[src/rtl/dest_scoreboard.sv]
// Tracks in-flight destination registers through EX..WB and flags RAW hazards for decode.
// Latency: stall/busy are combinational from inputs; a write reaches wb_* DEPTH edges after issue.
// Backpressure: stall holds decode; freeze holds every slot; a hazard drains older slots and inserts a bubble.
module dest_scoreboard #(
  parameter int DEPTH     = 3,
  parameter int WB_BYPASS = 1,
  parameter int CNT_W     = 16
) (
  input  logic             clk,
  input  logic             rst,
  input  logic             id_valid,
  input  logic             id_wr,
  input  logic [2:0]       id_rd,
  input  logic [2:0]       id_rs,
  input  logic             id_rs_en,
  input  logic [2:0]       id_rt,
  input  logic             id_rt_en,
  input  logic             freeze,
  input  logic             flush,
  output logic             stall,
  output logic [7:0]       busy,
  output logic             wb_valid,
  output logic [2:0]       wb_rd,
  output logic [CNT_W-1:0] stall_count
);

  // WB is left out of the hazard window when the register file writes before it reads.
  localparam int CHK = (WB_BYPASS != 0) ? DEPTH - 1 : DEPTH;

  logic [DEPTH-1:0] slot_v;
  logic [2:0]       slot_rd [DEPTH];
  logic             hazard;
  logic             issue;

  // Pending-register mask over the checked slots.
  always_comb begin
    busy = '0;
    for (int k = 0; k < CHK; k++) begin
      if (slot_v[k]) busy[slot_rd[k]] = 1'b1;
    end
  end

  // RAW hazard on either enabled source; a freeze also stalls decode.
  always_comb begin
    hazard = id_valid && ((id_rs_en && busy[id_rs]) || (id_rt_en && busy[id_rt]));
    stall  = hazard || freeze;
    issue  = id_valid && id_wr && !hazard && !flush && !freeze;
  end

  // Shift pending writes toward WB; slot 0 takes the new write or a bubble.
  always_ff @(posedge clk or posedge rst) begin
    if (rst) begin
      slot_v <= '0;
      for (int k = 0; k < DEPTH; k++) slot_rd[k] <= 3'd0;
    end else if (!freeze) begin
      for (int k = 1; k < DEPTH; k++) begin
        slot_v[k]  <= slot_v[k-1];
        slot_rd[k] <= slot_rd[k-1];
      end
      slot_v[0]  <= issue;
      slot_rd[0] <= issue ? id_rd : 3'd0;
    end
  end

  // Saturating count of cycles lost to hazards (freeze cycles are not counted).
  always_ff @(posedge clk or posedge rst) begin
    if (rst) begin
      stall_count <= '0;
    end else if (hazard && !freeze && !(&stall_count)) begin
      stall_count <= stall_count + 1'b1;
    end
  end

  // Retiring destination comes straight from the WB slot register.
  always_comb begin
    wb_valid = slot_v[DEPTH-1];
    wb_rd    = slot_rd[DEPTH-1];
  end

endmodule

[config.mk]
export PLATFORM = sky130hd
export DESIGN_NAME = dest_scoreboard
export DESIGN_NICKNAME = d
export VERILOG_FILES = /design/src/rtl/dest_scoreboard.sv
export SDC_FILE = /design/constraint.sdc
export NUM_CORES = 1
export LEC_CHECK = 0
export CAP_MARGIN = 20
export CORE_MARGIN = 4
export CORE_UTILIZATION = 32
export DETAILED_ROUTE_END_ITERATION = 6
export HOLD_SLACK_MARGIN = 0.1
export PLACE_DENSITY = 0.59
export SYNTH_ARGS = -nofsm -noshare
export SYNTH_HDL_FRONTEND = slang
export SYNTH_SLANG_ARGS = --single-unit
[constraint.sdc]
create_clock -name clk -period 3.11 [get_ports clk]
set_input_delay 0.4665 -clock clk [delete_from_list [all_inputs] [get_ports clk]]
set_output_delay 0.4665 -clock clk [all_outputs]
set_load 0.1 [all_outputs]
==> out/qor.yml, run 1 <==
syn_nets: 177
clkLatencyLatePin_ns: 0.27
yosys.area_share.simple: 0.152
dieHeight_um: 82.6
synthDistinctLibCells: 46
place_hpwl_mm: 3.40
rsz0062_at_grt: "false"
grt_pass1_vias: 1441
cts_resized: 0
yosysSeqAreaShare: 0.393
setup_viol: 0
placementRows: 26
async_flop_share: 1.00
antenna_cells: 0
synth_compound_area_frac: 0.266
clock_skew_ns: 0.00635
cts_max_level: 1
syn_area_sq_um: 1780
synth_seq_cells: 28
dp_slack_ns: 0.280
tightest_slew_ns: 0.450
grt_pass1_wl_mm: 7.19
drive_gt1_frac: 0.365
fp.dieW_um: 82.6
first_iter_violations: 38
drt_wl_total_mm: 4.44
drtAntennaViolNets: 0
grt_antenna_before_repair: 0
worstPathMaxFanout: 5
max_freq_ghz: 0.354
dp.cells: 270
gp_congestion: 0.777
grt_overflow: 0
cts_tree: "done"
period_needed_ns: 2.82
nets: 223
synthFlopType: "dfrtp_1"
p_per_area_nw_per_um2: 407
syn_inst: 159
yosys-mux-area-fraction: 0.0625
postCtsSetupBuffers: 0
crit_required_ns: 2.64
vias_per_cell: 5.38
p_comb_frac: 0.350
grt_max_degree: 29
cts_inserted_buffers: 3
synth_fa_ha_area_frac: 0.00702
grtUsageTotal: 0.134
start_util: 0.340
period_share: 0.908
layout_setup_ws_ns: 0.287
finalSetupTns_ns: 0
peakVddDrop_v: 0.000580
layoutNonFillerInstCount: 273
cts.path.max_buffers: 2
worst-endpoint-arrival_ns: 2.36
p_sw_frac: 0.416
slew_violations: 0
core_sq_um: 5240
final_common_cell: "buf_4"
syn2layout_area_growth_pct: 33.8
startpoint_type: "primary input"
drc_errors: 0
wire_per_inst_um: 16.2
synth-edff-count: 0
switchingPower_uw: 404
synth_xor_area_frac: 0.0737
clkPwrFrac: 0.205
p_int_uw: 566
die_area_sq_um: 6830
synth_top_family_by_area: "compound AO/OA/AOI/OAI gates"
cts-root-buf: "clkbuf_8"
min_path_type: "register to register"
p_seq_frac: 0.445
maxSlewHeadroom: 0.699
setup.worst_path.class: "primary input to output port"
clkTransAtPathRegs_ns: 0.09
final_cell_mix: "buf_4, dfrtp_1, clkdlybuf4s50_1"
power_leakage_nw: 1.01
syn_area_per_cell_sq_um: 11.2
port_buffers: 45
io_pins: 46
drt_first_pass_iters: 4
numClockSinks: 28
synth-warning-count: 0
hold_viol_final: 0
vias: 1469
endpoint_kind: "output port"
max-cap-violations: 0
postCtsHoldBufs: 0
status: "completed"
critical path, cell delays in order:
cell	delay, ns
clkdlybuf4s50_1	0.53
a211oi_1	0.42
a2111oi_4	0.12
a311oi_4	0.30
nand2_1	0.12
a21o_4	0.23
buf_12	0.16
Yosys cell counts, drive strengths merged (2+ instances only):
library cell  instances  area share
buf                   6       0.025
a211oi               10       0.065
a2111oi               7       0.073
a21oi                 2      0.0077
xor2                 15       0.074
or2                   2      0.0070
a32o                  3       0.017
nand4                 4       0.014
o32ai                 4       0.020
inv                   7       0.015
nand2                13       0.027
nor2b                 2      0.0070
o22ai                 6       0.021
nand2b                8       0.032
a21o                  2      0.0084
and2                  2      0.0070
mux2                  9       0.057
clkbuf                3      0.0063
a22oi                 2      0.0084
dfrtp                28        0.39
nand3                 8       0.022
through the flow:
stage                     total power, mW   util  hold WS [ns]  cell area [sq um]
after floorplan                     0.684      -         0.454               1880
after global placement              0.774  0.447         0.474               2340
after detailed placement            0.780  0.447         0.479               2340
after CTS                           0.979  0.455         0.501               2380
after global routing                 1.01  0.455         0.534               2380
final                               0.969  0.455         0.493               2380
state kept, by name (all words and copies together) (netlist names):
| signal | count |
|---|---|
| wb_rd | 3 |
| stall_count | 16 |
| slot_rd | 6 |
| slot_v | 3 |
power by group through the flow:
| stage | clock network, mW | registers, mW | logic, mW |
|---|---|---|---|
| after floorplan | 0 | 0.552 | 0.131 |
| after global placement | 0 | 0.437 | 0.337 |
| after detailed placement | 0 | 0.439 | 0.341 |
| after CTS | 0.206 | 0.432 | 0.341 |
| after global routing | 0.222 | 0.438 | 0.352 |
| final | 0.199 | 0.431 | 0.339 |
per-layer routing:
metal	wire length, um	share of wire	vias up	track usage
met3	252	0.057	2	0.0260
met1	1900	0.43	729	0.177
met2	2260	0.51	42	0.232
met4	18	0.0041	0	0.0196
li1	-	-	696	-
met5	0	0	-	0
path summary, 6_finish.rpt:
path / cells past startpoint / slack, ns / startpoint / endpoint
worst max-delay path: 7 / 0.29 / id_rt[1] / stall
worst min-delay path: 1 / 0.49 / stall_count[5] / stall_count[5]
worst max register to register: 7 / 0.67 / slot_rd[8] / stall_count[12]
worst min register to register: 1 / 0.49 / stall_count[5] / stall_count[5]
max in group asynchronous: 3 / 2.27 / rst / slot_rd[3]
min in group asynchronous: 3 / 0.56 / rst / stall_count[2]
cell families after synthesis:
| family | Yosys count |
|---|---|
| AND/OR/NAND/NOR | 47 |
| AO/OA/AOI/OAI | 42 |
| XOR/XNOR | 15 |
| multiplexers | 10 |
| buffers and inverters | 16 |
| flip-flops | 28 |
| adder cells (fa/ha/maj) | 1 |
final cells by class:
class	instances	area [sq um]
Timing Repair Buffer	50	428
Sequential cell	28	701
Fill cell	484	2850
Inverter	7	26.3
Multi-Input combinational cell	115	1100
Tap cell	70	87.6
Clock buffer	3	41.3
No activity file was read; power rests on OpenSTA's default activity.
==> run 2, diff against run 1 <==
clock period = 3.6 ns   (was 3.11 ns; I/O delays follow)
==> run 2 against run 1 <==
Effect of this change:
- combinational power shrank 12%
- sequential power shrank 14%
- first-iteration DRC count grew 47%
- largest cell class unchanged
==> out/qor.yml, run 2 (synthesized netlist as in run 1, its figures left out) <==
worstPathMaxFanout: 5
setup.worst_path.class: "primary input to output port"
reg2regPathDepth: 7
first_iter_violations: 56
numClockSinks: 28
largest_reg_flops: 16
wire_per_inst_um: 16.2
r2r-start: "slot_rd[6]"
cts-root-buf: "clkbuf_8"
power_leakage_nw: 0.989
multi_input_comb_area_sq_um: 1080
grt_overflow: 0
nets: 223
layout_setup_ws_ns: 0.654
tightest_slew_ns: 0.996
start_util: 0.340
p_per_area_nw_per_um2: 354
postCtsSetupBuffers: 0
vias_per_cell: 5.35
finalSetupTns_ns: 0
period_needed_ns: 2.95
clkTransAtPathRegs_ns: 0.09
hold_viol_final: 0
min_path_type: "register to register"
p_int_uw: 519
r2r_slack_ns: 1.17
io_pins: 46
nFillCells: 483
drt_wl_total_mm: 4.44
slew_violations: 0
syn2layout_area_growth_pct: 37.2
final_common_cell: "clkdlybuf4s50_1"
max_stage_delay_ns: 0.54
cts_tree: "done"
dp_slack_ns: 0.640
p_comb_frac: 0.347
max-cap-violations: 0
min_to: "stall_count[5]"
worst-endpoint-arrival_ns: 2.41
clkPwrFrac: 0.223
cts.path.max_buffers: 2
gp_congestion: 0.845
p_seq_frac: 0.430
fp.dieW_um: 82.6
vias: 1465
max_freq_ghz: 0.339
drive_gt1_frac: 0.265
clock_skew_ns: 0.00214
worstHoldPathCells: 1
place_hpwl_mm: 3.47
setup_viol: 0
postCtsHoldBufs: 0
startpoint_type: "primary input"
placementRows: 26
antenna_cells: 0
cp_slowest_cell: "clkdlybuf4s50_1"
seqCellArea_sq_um: 701
cp_cell_sequence: "clkdlybuf4s50_1 > a211oi_1 > a2111oi_4 > a311oi_4 > nand2_1 > a21o_1 > buf_12"
period_share: 0.818
final_cell_mix: "clkdlybuf4s50_1, dfrtp_1, xor2_1"
top_regs: "stall_count (16), slot_rd (6)"
status: "completed"
critPathTopFamily: "compound AO/OA/AOI/OAI gates"
drt_first_pass_iters: 6
grt_antenna_before_repair: 0
path_buf_inv: 2
cts_max_level: 1
drtAntennaViolNets: 0
port_buffers: 45
rsz0062_at_grt: "false"
die_area_sq_um: 6830
endpoint_kind: "output port"
crit_required_ns: 3.06
grt_pass1_vias: 1528
grt_max_degree: 29
clkLatencyLatePin_ns: 0.27
regMostFlops: "stall_count"
drc_errors: 0
dieHeight_um: 82.6
grtUsageTotal: 0.138
p_sw_frac: 0.401
grt_pass1_wl_mm: 7.37
cts_resized: 0
hp-start: "stall_count[5]"
switchingPower_uw: 348
r2r-end: "stall_count[12]"
core_sq_um: 5240
cts_inserted_buffers: 3
peakVddDrop_v: 0.000488
maxSlewHeadroom: 0.334
==> run 2: cell count changes in the layout (fill, tap and decap cells not counted), sizes merged <==
cell and change:
buf -20, clkbuf +1, clkdlybuf4s50 +20
==> run 2: stage by stage <==
| stage | hold slack, ns | power, mW | area, sq um | std cells | utilization |
|---|---|---|---|---|---|
| 6_report | 0.493 | 0.866 | 2440 | 274 | 0.467 |
| 5_1_grt | 0.512 | 0.904 | 2440 | 274 | 0.467 |
| 4_1_cts | 0.498 | 0.871 | 2420 | 273 | 0.462 |
| 3_5_place_dp | 0.482 | 0.676 | 2360 | 269 | 0.451 |
| 3_3_place_gp | 0.484 | 0.672 | 2360 | 269 | 0.451 |
| 2_1_floorplan | 0.454 | 0.589 | 1860 | 159 | - |
==> run 2: worst reg2reg max path: stages, from the launching register on <==
cell	delay, ns
dfrtp_1	0.45
nor4b_2	0.44
a211oi_1	0.15
a2111oi_4	0.39
a311oi_4	0.09
buf_4	0.25
a2111oi_2	0.43
xor2_1	0.17
==> run 2: worst max-delay path by stage <==
stage / startpoint / end / slack (ns) / cells after the start
6_report: id_rt[1] / stall / 0.65 / 7
3_3_place_gp: id_rt[1] / stall / 0.70 / 7
4_1_cts: id_rt[1] / stall / 0.63 / 7
5_1_grt: id_rt[1] / stall / 0.57 / 7
3_5_place_dp: id_rt[1] / stall / 0.64 / 7
2_1_floorplan: slot_rd[3] / stall / 0.01 / 7
==> run 2: cell type report <==
class	count	share of cell area
Tap cell	70	0.0358
Sequential cell	28	0.287
Timing Repair Buffer	50	0.204
Clock buffer	4	0.0225
Multi-Input combinational cell	115	0.441
Inverter	7	0.0107
==> run 2: layer usage <==
metal	wire length [um]	global-route usage
met3	204	0.0260
met1	1900	0.171
met4	14	0.0229
met2	2320	0.250
met5	0	0
==> run 2: power by group through the flow <==
| stage | Sequential [mW] | Clock (mW) | Combinational, mW |
|---|---|---|---|
| 5_1_grt | 0.377 | 0.212 | 0.314 |
| 3_5_place_dp | 0.378 | 0 | 0.298 |
| 6_report | 0.372 | 0.193 | 0.300 |
| 4_1_cts | 0.372 | 0.200 | 0.299 |
| 3_3_place_gp | 0.378 | 0 | 0.294 |
| 2_1_floorplan | 0.477 | 0 | 0.112 |
==> run 3, diff against run 2 <==
PLACE_DENSITY = 0.61   (was 0.59)
clock period = 2.7 ns   (was 3.6 ns; I/O delays follow)
==> run 3 against run 2 <==
Effect of this change:
- combinational power is 33% higher
- sequential cell count stayed put
- final area grew 1.8%
- cell count rose by 0.36%
- sequential power increased by 35%
- register-to-register slack lost 0.91 ns
- core utilization grew 0.84 points
- hold slack worse by 0.0026 ns
- sequential share of layout area decreased by 0.30 points
- total power rose by 42%
- via count decreased by 0.34%
- critical endpoint unchanged
- largest power group unchanged
==> out/qor.yml, run 3 (synthesized netlist as in run 1, its figures left out) <==
cts_tree: "done"
max-cap-violations: 0
dr_wl_met3_um: 233
core_sq_um: 5240
p_per_area_nw_per_um2: 493
numClockSinks: 28
final_cell_mix: "buf_4, dfrtp_1, xor2_1, clkdlybuf4s50_1, nand2_1"
dp_slack_ns: 0.0527
clock_skew_ns: 0.00850
clkLatencyLatePin_ns: 0.27
cts.path.max_buffers: 2
fp.dieW_um: 82.6
nets: 224
r2r_slack_ns: 0.26
routedLengthMet1_mm: 1.83
tightest_slew_ns: 0.453
cts_inserted_buffers: 3
nFillCells: 501
largest_reg_flops: 16
postCtsSetupBuffers: 0
period_share: 0.960
die_area_sq_um: 6830
vias: 1460
worst-endpoint-arrival_ns: 2.19
maxSlewHeadroom: 0.697
final_core_util: 0.475
drt_first_pass_iters: 4
placementRows: 26
wire_per_inst_um: 16.0
setup_viol: 0
endpoint_kind: "output port"
top_regs: "stall_count (16), slot_rd (6)"
max_freq_ghz: 0.386
status: "completed"
power_leakage_nw: 1.06
start_util: 0.340
rsz0062_at_grt: "false"
gp_congestion: 0.787
clkTransAtPathRegs_ns: 0.10
vias_per_cell: 5.31
grt_overflow: 0
finalPower_mw: 1.23
peakVddDrop_v: 0.000654
grt_pass1_wl_mm: 7.33
top_layer: "met4"
regMostFlops: "stall_count"
first_iter_violations: 60
syn2layout_area_growth_pct: 39.7
drtAntennaViolNets: 0
final_common_cell: "buf_4"
grt_pass1_vias: 1487
grt_max_degree: 29
antenna_cells: 0
min_path_type: "primary input to asynchronous set/reset pin"
grtUsageTotal: 0.135
seqCellArea_sq_um: 706
cts-root-buf: "clkbuf_8"
crit_required_ns: 2.30
worstPathMaxFanout: 5
layout_setup_ws_ns: 0.108
drc_errors: 0
hold_viol_final: 0
grt_antenna_before_repair: 0
place_hpwl_mm: 3.44
cts_max_level: 1
slew_violations: 0
finalSetupTns_ns: 0
wl_met2_mm: 2.29
period_needed_ns: 2.59
multi_input_comb_area_sq_um: 1160
startpoint_type: "register"
io_pins: 46
drive_gt1_frac: 0.429
port_buffers: 45
dieHeight_um: 82.6
setup.worst_path.class: "register to output port"
drt_wl_total_mm: 4.40
[run 3: changes by cell type in the layout (fill, tap and decap cells not counted), sizes merged]
cell	change
buf	+21
bufinv	+1
clkbuf	-1
clkdlybuf4s50	-21
dlymetal6s2s	+1
[run 3: area by class of cell]
| class | count | share of cell area |
|---|---|---|
| Sequential cell | 28 | 0.284 |
| Tap cell | 70 | 0.0352 |
| Clock buffer | 3 | 0.0166 |
| Timing Repair Buffer | 51 | 0.176 |
| Multi-Input combinational cell | 115 | 0.466 |
| Inverter | 7 | 0.0106 |
| Clock inverter | 1 | 0.0121 |
[run 3: worst max-delay path, cell delays in order (launching register included)]
cell,delay (ns)
dfrtp_2,0.47
nor2b_1,0.19
a211oi_1,0.41
a2111oi_4,0.10
a311oi_4,0.27
nand2_2,0.10
a21o_4,0.21
buf_12,0.16
[run 3: final timing paths]
check	from	endpoint	cells past startpoint
max	slot_v[1]	stall	7
min	rst	stall_count[5]	3
max reg2reg	slot_rd[5]	stall_count[9]	7
min reg2reg	stall_count[12]	stall_count[12]	1
max in group asynchronous	rst	slot_rd[3]	3
min in group clk	stall_count[12]	stall_count[12]	1
[run 3: where the power goes]
part	switching, mW	total [mW]	internal [mW]
logic	0.287	0.398	0.111
registers	0.0552	0.502	0.447
clock network	0.128	0.326	0.198
[run 3: through the flow]
stage / cell area (sq um) / hold slack, ns / std cells
2_1_floorplan: 1940 / 0.454 / 159
3_3_place_gp: 2400 / 0.486 / 271
5_1_grt: 2490 / 0.525 / 275
4_1_cts: 2470 / 0.504 / 275
3_5_place_dp: 2400 / 0.491 / 271
6_report: 2490 / 0.491 / 275
[run 3: layer usage]
| metal | global-route usage | up-vias |
|---|---|---|
| li1 | - | 703 |
| met1 | 0.171 | 713 |
| met2 | 0.248 | 38 |
| met3 | 0.0184 | 6 |
| met4 | 0.0229 | 0 |
| met5 | 0 | - |
[run 3: what timing repair did]
| item | in CTS | in global routing |
|---|---|---|
| endpoints found under the setup margin | 0 | 2 |
| hold buffers | 0 | 0 |
| gates resized for setup | 0 | 3 |
